**config.mk**
```make
export PLATFORM = sky130hd
export DESIGN_NAME = parking_gate_sensor_frontend
export DESIGN_NICKNAME = d
export VERILOG_FILES = /design/src/rtl/parking_pkg.sv /design/src/rtl/beam_debounce.sv /design/src/rtl/parking_gate_sensor_frontend.sv
export SDC_FILE = /design/constraint.sdc
export NUM_CORES = 1
export LEC_CHECK = 0
export CAP_MARGIN = 10
export CORE_ASPECT_RATIO = 1.1
export CORE_UTILIZATION = 40
export CTS_CLUSTER_SIZE = 24
export DETAILED_ROUTE_END_ITERATION = 12
export HOLD_SLACK_MARGIN = 0.1
export PLACE_DENSITY = 0.7
export SYNTH_ARGS = -nofsm -noshare
export SYNTH_HDL_FRONTEND = slang
export SYNTH_SLANG_ARGS = --single-unit
```
**constraint.sdc**
```tcl
create_clock -name clk -period 1.9 [get_ports clk]
set_input_delay 0.475 -clock clk [delete_from_list [all_inputs] [get_ports clk]]
set_output_delay 0.475 -clock clk [all_outputs]
set_load 0.02 [all_outputs]
```
**src/rtl/parking_pkg.sv**
```systemverilog
// Shared definitions for the parking gate front end and the parking controller:
// direction FSM encoding and default tuning values.
package parking_pkg;

  localparam int DEFAULT_DEBOUNCE_CYCLES = 4;
  localparam int DEFAULT_CAPACITY        = 8;

  typedef enum logic [2:0] {
    IDLE  = 3'd0,
    IN_A  = 3'd1,
    IN_B  = 3'd2,
    IN_C  = 3'd3,
    OUT_A = 3'd4,
    OUT_B = 3'd5,
    OUT_C = 3'd6
  } gate_state_t;

endpackage

```
**src/rtl/beam_debounce.sv**
```systemverilog
// One light beam: 2-flop synchroniser followed by a stability counter that only
// lets the debounced level follow after DEBOUNCE_CYCLES consecutive differing cycles.
module beam_debounce
  import parking_pkg::*;
#(
  parameter int DEBOUNCE_CYCLES = DEFAULT_DEBOUNCE_CYCLES
) (
  input  logic clk,
  input  logic reset,
  input  logic raw,
  output logic deb
);

  logic       sync_q1;
  logic       sync_q2;
  logic [7:0] stable_cnt;

  // Any cycle where the synchronised level agrees with deb restarts the count.
  always_ff @(posedge clk) begin
    if (reset) begin
      sync_q1    <= 1'b0;
      sync_q2    <= 1'b0;
      deb        <= 1'b0;
      stable_cnt <= '0;
    end else begin
      sync_q1 <= raw;
      sync_q2 <= sync_q1;
      if (sync_q2 == deb) begin
        stable_cnt <= '0;
      end else if (stable_cnt == 8'(DEBOUNCE_CYCLES - 1)) begin
        deb        <= sync_q2;
        stable_cnt <= '0;
      end else begin
        stable_cnt <= stable_cnt + 8'd1;
      end
    end
  end

endmodule

```
**src/rtl/parking_gate_sensor_frontend.sv**
```systemverilog
// Gate sensor front end: debounces both beams, classifies complete passages,
// keeps a saturating occupancy count and gates the entrance request when full.
module parking_gate_sensor_frontend
  import parking_pkg::*;
#(
  parameter int DEBOUNCE_CYCLES = DEFAULT_DEBOUNCE_CYCLES,
  parameter int CAPACITY        = DEFAULT_CAPACITY,
  parameter int CNT_W           = 4
) (
  input  logic             clk,
  input  logic             reset,
  input  logic             raw_entrance,
  input  logic             raw_exit,
  output logic             sensor_entrance,
  output logic             sensor_exit,
  output logic             car_in_pulse,
  output logic             car_out_pulse,
  output logic [CNT_W-1:0] occupancy,
  output logic             lot_full,
  output logic             lot_empty
);

  localparam logic [CNT_W-1:0] CAP = CNT_W'(CAPACITY);

  logic             deb_entrance;
  logic             deb_exit;
  logic [1:0]       beams;
  gate_state_t      state;
  gate_state_t      state_next;
  logic             in_evt;
  logic             out_evt;
  logic [CNT_W-1:0] occ_next;

  beam_debounce #(.DEBOUNCE_CYCLES(DEBOUNCE_CYCLES)) u_deb_entrance (
    .clk   (clk),
    .reset (reset),
    .raw   (raw_entrance),
    .deb   (deb_entrance)
  );

  beam_debounce #(.DEBOUNCE_CYCLES(DEBOUNCE_CYCLES)) u_deb_exit (
    .clk   (clk),
    .reset (reset),
    .raw   (raw_exit),
    .deb   (deb_exit)
  );

  assign beams = {deb_entrance, deb_exit};

  // A passage only counts once the vehicle has cleared the far beam last.
  always_comb begin
    state_next = state;
    in_evt     = 1'b0;
    out_evt    = 1'b0;
    case (state)
      IDLE: begin
        if (beams == 2'b10)      state_next = IN_A;
        else if (beams == 2'b01) state_next = OUT_A;
      end
      IN_A: begin
        case (beams)
          2'b11:   state_next = IN_B;
          2'b01:   state_next = IN_C;
          2'b00:   state_next = IDLE;
          default: state_next = IN_A;
        endcase
      end
      IN_B: begin
        case (beams)
          2'b01:   state_next = IN_C;
          2'b10:   state_next = IN_A;
          2'b00:   state_next = IDLE;
          default: state_next = IN_B;
        endcase
      end
      IN_C: begin
        case (beams)
          2'b00: begin
            state_next = IDLE;
            in_evt     = 1'b1;
          end
          2'b11:   state_next = IN_B;
          2'b10:   state_next = IN_A;
          default: state_next = IN_C;
        endcase
      end
      OUT_A: begin
        case (beams)
          2'b11:   state_next = OUT_B;
          2'b10:   state_next = OUT_C;
          2'b00:   state_next = IDLE;
          default: state_next = OUT_A;
        endcase
      end
      OUT_B: begin
        case (beams)
          2'b10:   state_next = OUT_C;
          2'b01:   state_next = OUT_A;
          2'b00:   state_next = IDLE;
          default: state_next = OUT_B;
        endcase
      end
      OUT_C: begin
        case (beams)
          2'b00: begin
            state_next = IDLE;
            out_evt    = 1'b1;
          end
          2'b11:   state_next = OUT_B;
          2'b01:   state_next = OUT_A;
          default: state_next = OUT_C;
        endcase
      end
      default: state_next = IDLE;
    endcase
  end

  always_comb begin
    occ_next = occupancy;
    if (in_evt && (occupancy != CAP))
      occ_next = occupancy + 1'b1;
    else if (out_evt && (occupancy != '0))
      occ_next = occupancy - 1'b1;
  end

  // Full/empty flags are derived from the next count so they never lag occupancy.
  always_ff @(posedge clk) begin
    if (reset) begin
      state         <= IDLE;
      car_in_pulse  <= 1'b0;
      car_out_pulse <= 1'b0;
      occupancy     <= '0;
      lot_full      <= 1'b0;
      lot_empty     <= 1'b1;
    end else begin
      state         <= state_next;
      car_in_pulse  <= in_evt;
      car_out_pulse <= out_evt;
      occupancy     <= occ_next;
      lot_full      <= (occ_next == CAP);
      lot_empty     <= (occ_next == '0);
    end
  end

  assign sensor_entrance = deb_entrance & ~lot_full;
  assign sensor_exit     = deb_exit;

endmodule

```
Word-level counts from Yosys, hierarchy flattened
Cells that the tools add are included.
{"block": "word_totals", "register_bits": 33, "latchBits": 0, "ramBits": 0, "mem_bits_ro": 0, "inputBits": 4, "output_inout_bits": 10, "word_cells": 62, "memories": 0}
{"block": "classes", "n_addsub": 4, "multipliers": 0, "n_div": 0, "order_cmp": 0, "eq_ne": 16, "n_shift": 0, "n_mux": 14, "bitwise_logic": 4, "reduce_logical": 10}
{"operator": "$pmux W3 S3", "count": 3}
{"operator": "$pmux W3 S7", "count": 1}
{"operator": "$pmux W2 S3", "count": 3}
{"operator": "$add A8 B1 Y8 const B", "count": 2}
{"operator": "$eq A8 B2 Y1 const B", "count": 2}
{"operator": "$eq A3 B3 Y1 const B", "count": 3}
{"operator": "$mux W4", "count": 2}
{"operator": "$eq A3 B2 Y1 const B", "count": 2}
{"operator": "$mux W3", "count": 2}
{"operator": "$reduce_or A3 Y1", "count": 2}
{"operator": "$add A4 B1 Y4 const B", "count": 1}
{"operator": "$eq A2 B2 Y1 const B", "count": 2}
{"operator": "$eq A4 B4 Y1 const B", "count": 1}
{"operator": "$logic_not A4 Y1", "count": 1}
{"operator": "$ne A4 B4 Y1 const B", "count": 1}
{"operator": "$reduce_and A2 Y1", "count": 2}
{"operator": "$reduce_bool A4 Y1", "count": 1}
{"operator": "$sub A4 B1 Y4 const B", "count": 1}
{"operator": "$eq A3 B1 Y1 const B", "count": 1}
{"operator": "$logic_not A3 Y1", "count": 1}
{"operator": "$mux W1", "count": 3}
{"operator": "$ne A3 B3 Y1 const B", "count": 1}
{"operator": "$not A1 Y1", "count": 3}
{"operator": "$eq A1 B1 Y1", "count": 2}
{"operator": "other kinds (4)", "count": 5}

Logic depth before layout (Yosys ltp)
Gate-level depths: netlist (run 1).
{"block": "depth", "depth_word": 7, "ltp_mapped": 7, "mapped_depth_nobuf": 7}

Hierarchy
Synthesis (run 1) repeated with hierarchy kept, for this count alone.
{"block": "unflattened", "cells_unflattened": 183, "hier_area_um2": 1596.5}
{"mod": "beam_debounce", "n_inst": 2, "cells_per_inst": 49, "area_each_um2": 440.4, "seq_area_each_um2": 220.2}
{"mod": "parking_gate_sensor_frontend", "n_inst": 1, "cells_per_inst": 85, "area_each_um2": 715.7, "seq_area_each_um2": 220.2}

Worst setup path after synthesis (run 1)
OpenSTA, ideal clock, no wires.
{"block": "synth_timing", "path_type": "reg2reg", "startpoint": "register u_deb_exit.deb", "endpoint": "register lot_full", "setup_ns": 0.072, "arrival_ns": 1.804, "t_required_ns": 1.828, "setup_slack_ns": 0.024, "path_stages_with_launch": 8, "n_path_buf": 0, "period_less_slack_ns": 1.876, "cell_sequence": "dfxtp_1 inv_1 ha_1 and4b_4 a32oi_1 nand3_1 a31oi_1 nor3b_2"}
{"block": "synth_via", "elab_chain_len": 7, "word_cells_on_any_way": 9, "cone_classes": "eq/ne (1); mux (5); reduce/logical (3)"}
{"item": "start, declared", "line": "beam_debounce.sv:11", "text": "output logic deb"}
{"item": "start signal, assigned", "line": "beam_debounce.sv:31", "text": "deb <= sync_q2;"}
{"item": "$logic_not A2 Y1 (*)", "line": "parking_gate_sensor_frontend.sv:77, parking_gate_sensor_frontend.sv:104"}
{"item": "$mux W1 (*)", "line": "parking_gate_sensor_frontend.sv:77, parking_gate_sensor_frontend.sv:104"}
{"item": "$mux W1", "line": "parking_gate_sensor_frontend.sv:55", "text": "case (state)"}
{"item": "$logic_and A1 B1 Y1", "line": "parking_gate_sensor_frontend.sv:122", "text": "else if (out_evt && (occupancy != '0))"}
{"item": "$mux W4", "line": "parking_gate_sensor_frontend.sv:122"}
{"item": "$mux W4 (*)", "line": "parking_gate_sensor_frontend.sv:120", "text": "if (in_evt && (occupancy != CAP))"}
{"item": "$eq A4 B4 Y1 (*)", "line": "parking_gate_sensor_frontend.sv:140", "text": "lot_full <= (occ_next == CAP);"}
{"item": "end signal, assigned", "line": "parking_gate_sensor_frontend.sv:140"}
{"item": "end, declared", "line": "parking_gate_sensor_frontend.sv:19", "text": "output logic lot_full,"}
Every way passes the cells marked *; elsewhere a longest branch is shown, timed or not.
A chain may end at the register's enable or synchronous reset.

Worst setup path in the final report (run 1)
{"block": "layout_timing", "startpoint": "register occupancy[1]", "endpoint": "output port occupancy[1]"}
{"item": "start, declared", "line": "parking_gate_sensor_frontend.sv:18", "text": "output logic [CNT_W-1:0] occupancy,"}
{"item": "start signal, assigned", "line": "parking_gate_sensor_frontend.sv:139", "text": "occupancy <= occ_next;"}
No word-level cell between the ends.

==> run summary, run 1 <==
Longest Clk Path Bufs -> 2
# port buffers -> 13
worst path required time -> 1.42 ns
share of cells above drive strength 1 -> 12.1%
Worst Path Arrival -> 1.35 ns
Distinct cells, synth -> 41
1st-iter DRT viols -> 38
Post-synth ARST share -> 0%
Worst-Margin Slew -> 0.324 ns
Via Count -> 1,260
ANT nets after route -> 0
n_diodes -> 0
Worst Setup Path Type -> flop to primary output
clock sink count -> 33
ranking of synthesized cells by area -> dfxtp_1 (41%), ha_1 (7.7%), nor2_1 (7.2%)
vias per cell -> 5.06
PnR worst setup slack -> 0.0721 ns
RSZ-0062 raised after global routing -> false
Yosys top cell by area -> dfxtp_1
core outline area -> 3740 um^2
Mapped Avg Cell Area -> 9.09 um^2
setup TNS -> 0 ns
Peak VDD IR -> 426 uV
initial antenna violation count -> 0
CTS tree -> built
DP HPWL -> 2.07 mm
WL final -> 2.92 mm
global-route wire length before repair -> 4.96 mm
Die H -> 68.7 um
Yosys reg bits -> 33
H-tree depth -> 2
EDFF count, synth -> 0
Setup Skew -> 0.00432 ns
WL/cell -> 11.7 um
crit path time final -> 1.83 ns
Place WS -> 0.136 ns
total track usage -> 14.9%
ys flop type -> dfxtp_1
Slew headroom -> 78.4%
syn_nets -> 192
Critical Path Source Type -> flop
Clock Latency Late Sink -> 0.28 ns
clock root cell -> clkbuf_8
Initial Utilization -> 43.2%
# setup viols final -> 0
largest net degree at the start of global routing -> 15
Fin. Hold Viols -> 0
FMAX -> 0.547 GHz
Row Count -> 23
Mapped Area -> 1620 um^2
die width -> 62.6 um
GPL Wtd Cong -> 0.906
Ports -> 14
synth warn -> 0
grt ovf -> 0
outcome -> finished clean
synthesized instance count -> 178
max cap viols -> 0
Hold Path Class -> flop to flop
PwrDens -> 688 nW/um^2
Min Hold Slack -> 0.440 ns
sequential area share after synthesis -> 40.8%
Worst Path Max Fanout -> 5
period utilisation layout -> 96.2%
pins over their slew limit -> 0
Leakage -> 0.000777 uW
synth-to-layout area growth -> 18.2%
number of global-route vias before repair -> 1,151
DRC errors left -> 0
drt first pass iters -> 4
Die Area -> 4300 um^2
Clk pin slew, worst setup/hold paths -> 0.07 ns
nets@finish -> 212
CP Capture Type -> primary output
CTS Buf Count -> 5
# Post-CTS Setup Buffers -> 0
post-synth top area share -> 40.8%
[power breakdown]
| part | leakage, uW | total [uW] | internal [uW] | switching, uW |
|---|---|---|---|---|
| registers | 0.000267 | 704 | 700 | 3.96 |
| logic | 0.000465 | 100 | 46.4 | 54.0 |
| clock network | 0.0000439 | 510 | 252 | 257 |
| total | 0.000777 | 1310 | 999 | 315 |
[stage by stage]
stage / cell area, um^2 / utilization (%) / std cells / power [uW]
final: 1910 / 51.1 / 249 / 1310
after global routing: 1910 / 51.1 / 249 / 1380
after CTS: 1900 / 50.7 / 249 / 1330
after detailed placement: 1810 / 48.5 / 241 / 820
after global placement: 1810 / 48.5 / 241 / 821
after floorplan: 1620 / - / 178 / 787
[synthesized netlist by cell type (all sizes together) (3+ instances only)]
cell type  instances
ha                10
xor2               8
o21ai              3
nor2b              6
nor3               3
nor2              31
and3               7
xnor2              7
mux2i              4
nor3b              3
buf                5
a31oi              3
nor4               3
a21oi              5
o22ai              3
dfxtp             33
nand3             12
inv                7
nand2              7
[worst paths after layout]
| path | start | to | slack [ns] | cells past startpoint |
|---|---|---|---|---|
| min reg2reg | u_deb_exit.sync_q1 | u_deb_exit.sync_q2 | 0.44 | 1 |
| max | occupancy[1] | occupancy[1] | 0.07 | 2 |
| min | u_deb_exit.sync_q1 | u_deb_exit.sync_q2 | 0.44 | 1 |
| max reg2reg | occupancy[0] | lot_full | 0.15 | 7 |
[cells in the final DEF (no fill, tap or decap), types with 3 or more instances in the layout]
cell and n:
ha_1 9, clkdlybuf4s50_1 10, nor2b_1 6, and3_1 7, nor4_1 3, buf_4 6
dfxtp_1 32, xor2_1 8, inv_1 7, xnor2_1 7, nor3_1 3, a31oi_1 3
mux2i_1 4, a21oi_1 4, clkbuf_8 5, nand3_1 12, nand2_1 7, nor2_1 31
o22ai_1 3
[flip-flops by register name, indices dropped and copies added (netlist names)]
register	flops
u_deb_entrance.sync_q2	1
car_in_pulse	1
occupancy	4
u_deb_entrance.stable_cnt	8
lot_empty	1
u_deb_exit.stable_cnt	8
lot_full	1
state	3
u_deb_exit.sync_q1	1
u_deb_exit.sync_q2	1
car_out_pulse	1
u_deb_entrance.sync_q1	1
u_deb_entrance.deb	1
u_deb_exit.deb	1
[metal layers]
metal	part of all wire [%]	track usage (%)
met4	0.65	5.23
met2	47	25.3
met3	4.0	4.77
met5	0	0
met1	48	18.0
[cells by family (layout without fill, tap and decap cells)]
logic type      count (synthesis)  after routing  share of synthesized area [%]
compound gates                 20             20                           8.20
mux                             4              4                           2.47
flops                          33             33                           40.8
simple gates                   83             83                           28.4
xor+xnor                       15             15                           8.12
fa+ha+maj                      10             10                           7.73
buf+inv                        13             34                           4.25
[worst max-delay path, stage by stage, from the launching register on]
cell and delay (ns):
dfxtp_1 0.33, buf_4 0.14, clkdlybuf4s50_1 0.61
[timing repair]
action / in CTS / in global routing
endpoints found under the setup margin: 1 / 4
hold buffers: 0 / 0
gates resized for setup: 1 / 5
pin swaps: 0 / 0
[cell type report]
class / count / area [um^2]
Multi-Input combinational cell: 132 / 896
Clock buffer: 5 / 68.8
Fill cell: 367 / 1830
Inverter: 7 / 26.3
Sequential cell: 33 / 662
Clock inverter: 3 / 17.5
Tap cell: 50 / 62.6
Timing Repair Buffer: 19 / 179
Power figures use the tool's default switching activity.
==> run 2: changes to the inputs <==
--- a/config.mk
+++ b/config.mk
@@ -12,6 +12,7 @@
 export DETAILED_ROUTE_END_ITERATION = 12
 export HOLD_SLACK_MARGIN = 0.1
 export PLACE_DENSITY = 0.7
+export SKIP_CTS_REPAIR_TIMING = 1
 export SYNTH_ARGS = -nofsm -noshare
 export SYNTH_HDL_FRONTEND = slang
 export SYNTH_SLANG_ARGS = --single-unit
==> run 2 against run 1 <==
  * Via count barely moved
  * Final cell count did not move
  * Clock power barely moved
  * Critical endpoint unchanged
==> run summary, run 2 (synthesis gave the netlist of run 1 again) <==
core outline area -> 3740 um^2
outcome -> finished clean
crit-path cells -> buf_4, clkdlybuf4s50_1
slowest stage delay, CP -> 0.61 ns
Worst Path Buf+Inv -> 2
top flop regs -> u_deb_entrance.stable_cnt: 8 flops, u_deb_exit.stable_cnt: 8 flops, occupancy: 4 flops
Design Area, Final -> 1920 um^2
share of cells above drive strength 1 -> 12.1%
Worst-Margin Slew -> 0.324 ns
setup TNS -> 0 ns
initial antenna violation count -> 0
R2R cell count -> 7
Clk pin slew, worst setup/hold paths -> 0.07 ns
Via Count -> 1,259
most frequent cells in the layout -> dfxtp_1 (32), nor2_1 (31), nand3_1 (12)
PwrDens -> 686 nW/um^2
WL/cell -> 11.7 um
Hold Path Stages -> 1
FMAX -> 0.547 GHz
n_diodes -> 0
Clock Latency Late Sink -> 0.28 ns
cell family with most CP delay -> buffers and inverters
CTS tree -> built
H-tree depth -> 2
placed cell areas -> 1810 um^2
Die Area -> 4300 um^2
overall power -> 1310 uW
DRC errors left -> 0
nets@finish -> 212
Row Count -> 23
Worst Path Arrival -> 1.35 ns
DP HPWL -> 2.07 mm
Worst Setup Path Type -> flop to primary output
RSZ-0062 raised after global routing -> false
largest net degree at the start of global routing -> 15
period utilisation layout -> 96.2%
Peak VDD IR -> 424 uV
Fin. Hold Viols -> 0
fin util -> 51.2%
PnR worst setup slack -> 0.0724 ns
global-route wire length before repair -> 4.96 mm
critical path depth in cells -> 2
CP Capture Type -> primary output
Hold Path Class -> flop to flop
die width -> 62.6 um
Longest Clk Path Bufs -> 2
Critical Path Source Type -> flop
Slew headroom -> 78.4%
grt ovf -> 0
clock root cell -> clkbuf_8
Place WS -> 0.136 ns
Setup Skew -> 0.00432 ns
Leakage -> 0.000791 uW
GPL Wtd Cong -> 0.906
crit path time final -> 1.83 ns
max cap viols -> 0
ANT nets after route -> 0
Ports -> 14
vias per cell -> 5.06
WL final -> 2.92 mm
Initial Utilization -> 43.2%
commonest non-fill, non-tap cell in the layout -> dfxtp_1
1st-iter DRT viols -> 38
drt first pass iters -> 4
# setup viols final -> 0
Worst Path Max Fanout -> 5
synth-to-layout area growth -> 18.4%
# port buffers -> 13
total track usage -> 14.9%
pins over their slew limit -> 0
worst path required time -> 1.42 ns
Die H -> 68.7 um
clock sink count -> 33
CTS Buf Count -> 5
crit path max-delay cell type -> clkdlybuf4s50_1
number of global-route vias before repair -> 1,151
-- run 2: worst paths after layout --
| check | slack, ns | end | startpoint |
|---|---|---|---|
| max | 0.07 | occupancy[1] | occupancy[1] |
| max reg2reg | 0.15 | lot_full | occupancy[0] |
| min reg2reg | 0.44 | u_deb_exit.sync_q2 | u_deb_exit.sync_q1 |
| min | 0.44 | u_deb_exit.sync_q2 | u_deb_exit.sync_q1 |
-- run 2: report_power, final --
| group | switching (uW) | internal [uW] |
|---|---|---|
| clock network | 257 | 252 |
| registers | 3.96 | 700 |
| logic | 54.0 | 46.4 |
-- run 2: cell type report --
type | instances | area, um^2
Clock buffer | 5 | 68.8
Clock inverter | 3 | 17.5
Fill cell | 367 | 1830
Inverter | 7 | 26.3
Multi-Input combinational cell | 132 | 896
Sequential cell | 33 | 662
Tap cell | 50 | 62.6
Timing Repair Buffer | 19 | 183
-- run 2: worst reg2reg max path: stages, from the launching register on --
cell and delay (ns):
dfxtp_2 0.38, inv_1 0.11, ha_1 0.28, and3b_1 0.22
a32oi_1 0.20, nand3_1 0.11, a31oi_1 0.20, nor3b_2 0.19
-- run 2: per-layer routing --
layer | track usage [%] | part of all wire, %
met5 | 0 | 0
met2 | 25.3 | 47
met1 | 18.0 | 49
met3 | 4.77 | 3.7
met4 | 5.23 | 0.65
-- run 2: through the flow --
step | instances | hold slack, ns
finish | 249 | 0.440
global route | 249 | 0.458
CTS | 249 | 0.447
detailed placement | 241 | 0.431
global placement | 241 | 0.419
floorplan | 178 | 0.414
==> run 3: changes to the inputs <==
--- a/config.mk
+++ b/config.mk
@@ -5,8 +5,8 @@
 export SDC_FILE = /design/constraint.sdc
 export NUM_CORES = 1
 export LEC_CHECK = 0
+export ABC_AREA = 1
 export CAP_MARGIN = 10
-export CORE_ASPECT_RATIO = 1.1
 export CORE_UTILIZATION = 40
 export CTS_CLUSTER_SIZE = 24
 export DETAILED_ROUTE_END_ITERATION = 12
==> run 3 against run 2 <==
  * First-iteration DRC count increased by 24%
  * Critical path depth decreased by 1
  * Sequential cell count did not move
  * Clock power grew 3%
  * Register-to-register slack better by 0.11 ns
  * Non-clock buffer count fell by 3
  * Cell area grew 1.8%
  * Worst setup slack improved by 0.024 ns
  * Synthesized area grew 2.3%
  * Die area is 2.2% higher
  * Synthesized cell count is 25% higher
  * Power fell by 5.1%
  * Largest power group unchanged
==> run summary, run 3 <==
outcome -> finished clean
synth-to-layout area growth -> 17.8%
Clk pin slew, worst setup/hold paths -> 0.07 ns
H-tree depth -> 2
most frequent cell after synthesis -> nor2_1
Via Count -> 1,320
Row Count -> 23
1st-iter DRT viols -> 47
nets@finish -> 257
Compound-Gate Fraction of Synth Area -> 5.06%
crit path max-delay cell type -> clkdlybuf4s50_1
simple-gate share of the synthesized area -> 32.1%
Peak VDD IR -> 487 uV
DP Cell Count -> 286
Post-synth ARST share -> 0%
pins over their slew limit -> 0
vias per cell -> 4.51
Distinct cells, synth -> 27
commonest non-fill, non-tap cell in the layout -> nor2_1
period utilisation layout -> 94.9%
cell family with most CP delay -> buffers and inverters
DRC errors left -> 0
die width -> 66.3 um
Critical Path Source Type -> flop
most frequent cells in the layout -> nor2_1 (40), inv_1 (36), nand2_1 (36)
global-route wire length before repair -> 5.00 mm
RSZ-0062 raised after global routing -> false
grt ovf -> 0
CP Capture Type -> primary output
Yosys reg bits -> 33
# setup viols final -> 0
FMAX -> 0.554 GHz
overall power -> 1250 uW
Ports -> 14
Worst-Margin Slew -> 0.479 ns
XOR/XNOR Fraction of Synth Area -> 5.82%
Worst Path Max Fanout -> 6
Worst Path Buf+Inv -> 1
Mapped Avg Cell Area -> 7.46 um^2
largest net degree at the start of global routing -> 12
Die H -> 66.3 um
Die Area -> 4400 um^2
syn_nets -> 236
total track usage -> 15.0%
GPL Wtd Cong -> 0.804
Mapped Area -> 1660 um^2
ys flop type -> dfxtp_1
Worst Setup Path Type -> flop to primary output
top post-synthesis cells by count -> nor2_1 (40), inv_1 (36), nand2_1 (36), dfxtp_1 (33), nand3_1 (12)
WL/cell -> 9.38 um
register area -> 662 um^2
worst path required time -> 1.42 ns
top flop regs -> u_deb_entrance.stable_cnt: 8 flops, u_deb_exit.stable_cnt: 8 flops, occupancy: 4 flops
setup TNS -> 0 ns
Fin. Hold Viols -> 0
largest family of logic cells by synthesized area -> simple AND/OR/NAND/NOR gates
clock sink count -> 33
Design Area, Final -> 1950 um^2
R2R cell count -> 10
fillers -> 388
critical path depth in cells -> 1
share of cells above drive strength 1 -> 11.9%
crit-path cells -> clkdlybuf4s50_1
max cap viols -> 0
CTS tree -> built
crit path time final -> 1.80 ns
final non-filler cell total -> 293
slowest stage delay, CP -> 0.63 ns
n_diodes -> 0
DP HPWL -> 2.09 mm
Longest Clk Path Bufs -> 2
core outline area -> 4000 um^2
synth warn -> 0
WL final -> 2.75 mm
Adder-Cell Fraction of Synth Area -> 7.56%
post-synthesis mux area share -> 0%
placed cell areas -> 1860 um^2
Yosys top cell by area -> dfxtp_1
CTS Buf Count -> 5
ranking of synthesized cells by area -> dfxtp_1 (40%), nor2_1 (9.1%), inv_1 (8.2%)
Leakage -> 0.000962 uW
Initial Utilization -> 41.4%
# port buffers -> 13
Hold Path Class -> flop to flop
Min Hold Slack -> 0.404 ns
sequential area share after synthesis -> 39.9%
synthesized instance count -> 222
ANT nets after route -> 0
Setup Skew -> 0.00726 ns
Slew headroom -> 67.8%
clock root cell -> clkbuf_8
Clock Latency Late Sink -> 0.28 ns
Hold Path Stages -> 2
Worst Path Arrival -> 1.33 ns
EDFF count, synth -> 0
PwrDens -> 640 nW/um^2
drt first pass iters -> 4
initial antenna violation count -> 0
area occupied by multi-input gates -> 837 um^2
number of global-route vias before repair -> 1,209
post-synth top area share -> 39.9%
run 3: cell count changes in the layout (fill, tap and decap cells not counted), sizes merged, moves of 6 or more:
cell   previous run  this run
inv               7        38
nand2             7        45
nor2b             6         0
and3              7         0
xnor2             7         1
nor2             31        44
run 3: cell type report:
cell class	instances	area share [%]
Timing Repair Buffer	16	8.21
Multi-Input combinational cell	149	42.9
Clock buffer	7	4.43
Inverter	38	7.31
Tap cell	50	3.21
Sequential cell	33	33.9
run 3: cell families after synthesis:
group / after synthesis
AOI/OAI and AO/OA: 14
xor gates and xnor gates: 11
adders and majority gates: 10
buffers and inverters: 40
DFF: 33
and+or+nand+nor: 114
run 3: final timing paths:
path / startpoint / end / slack [ns]
max: occupancy[3] / occupancy[3] / 0.1
min: u_deb_exit.sync_q1 / u_deb_exit.sync_q2 / 0.40
max reg2reg: u_deb_exit.deb / lot_full / 0.26
min reg2reg: u_deb_exit.sync_q1 / u_deb_exit.sync_q2 / 0.40
run 3: layer usage:
layer  vias to the layer above  global-route usage [%]  share of wire, %
li1                        726                       -                 -
met1                       573                    19.0                51
met2                        15                    23.1                44
met3                         6                    5.52               3.1
met4                         0                    5.59               1.7
met5                         -                       0                 0
run 3: stage by stage:
step	utilization, %	setup slack, ns
2_1_floorplan	-	0.330
4_1_cts	48.5	-0.141
3_3_place_gp	46.4	0.202
3_5_place_dp	46.4	0.174
5_1_grt	48.8	0.0293
6_report	48.8	0.0962
run 3: where the power goes:
group,switching (uW),total [uW],leakage [uW],internal [uW]
clock network,236,523,0.0000443,287
registers,2.37,699,0.000267,697
logic,13.8,25.9,0.000651,12.1
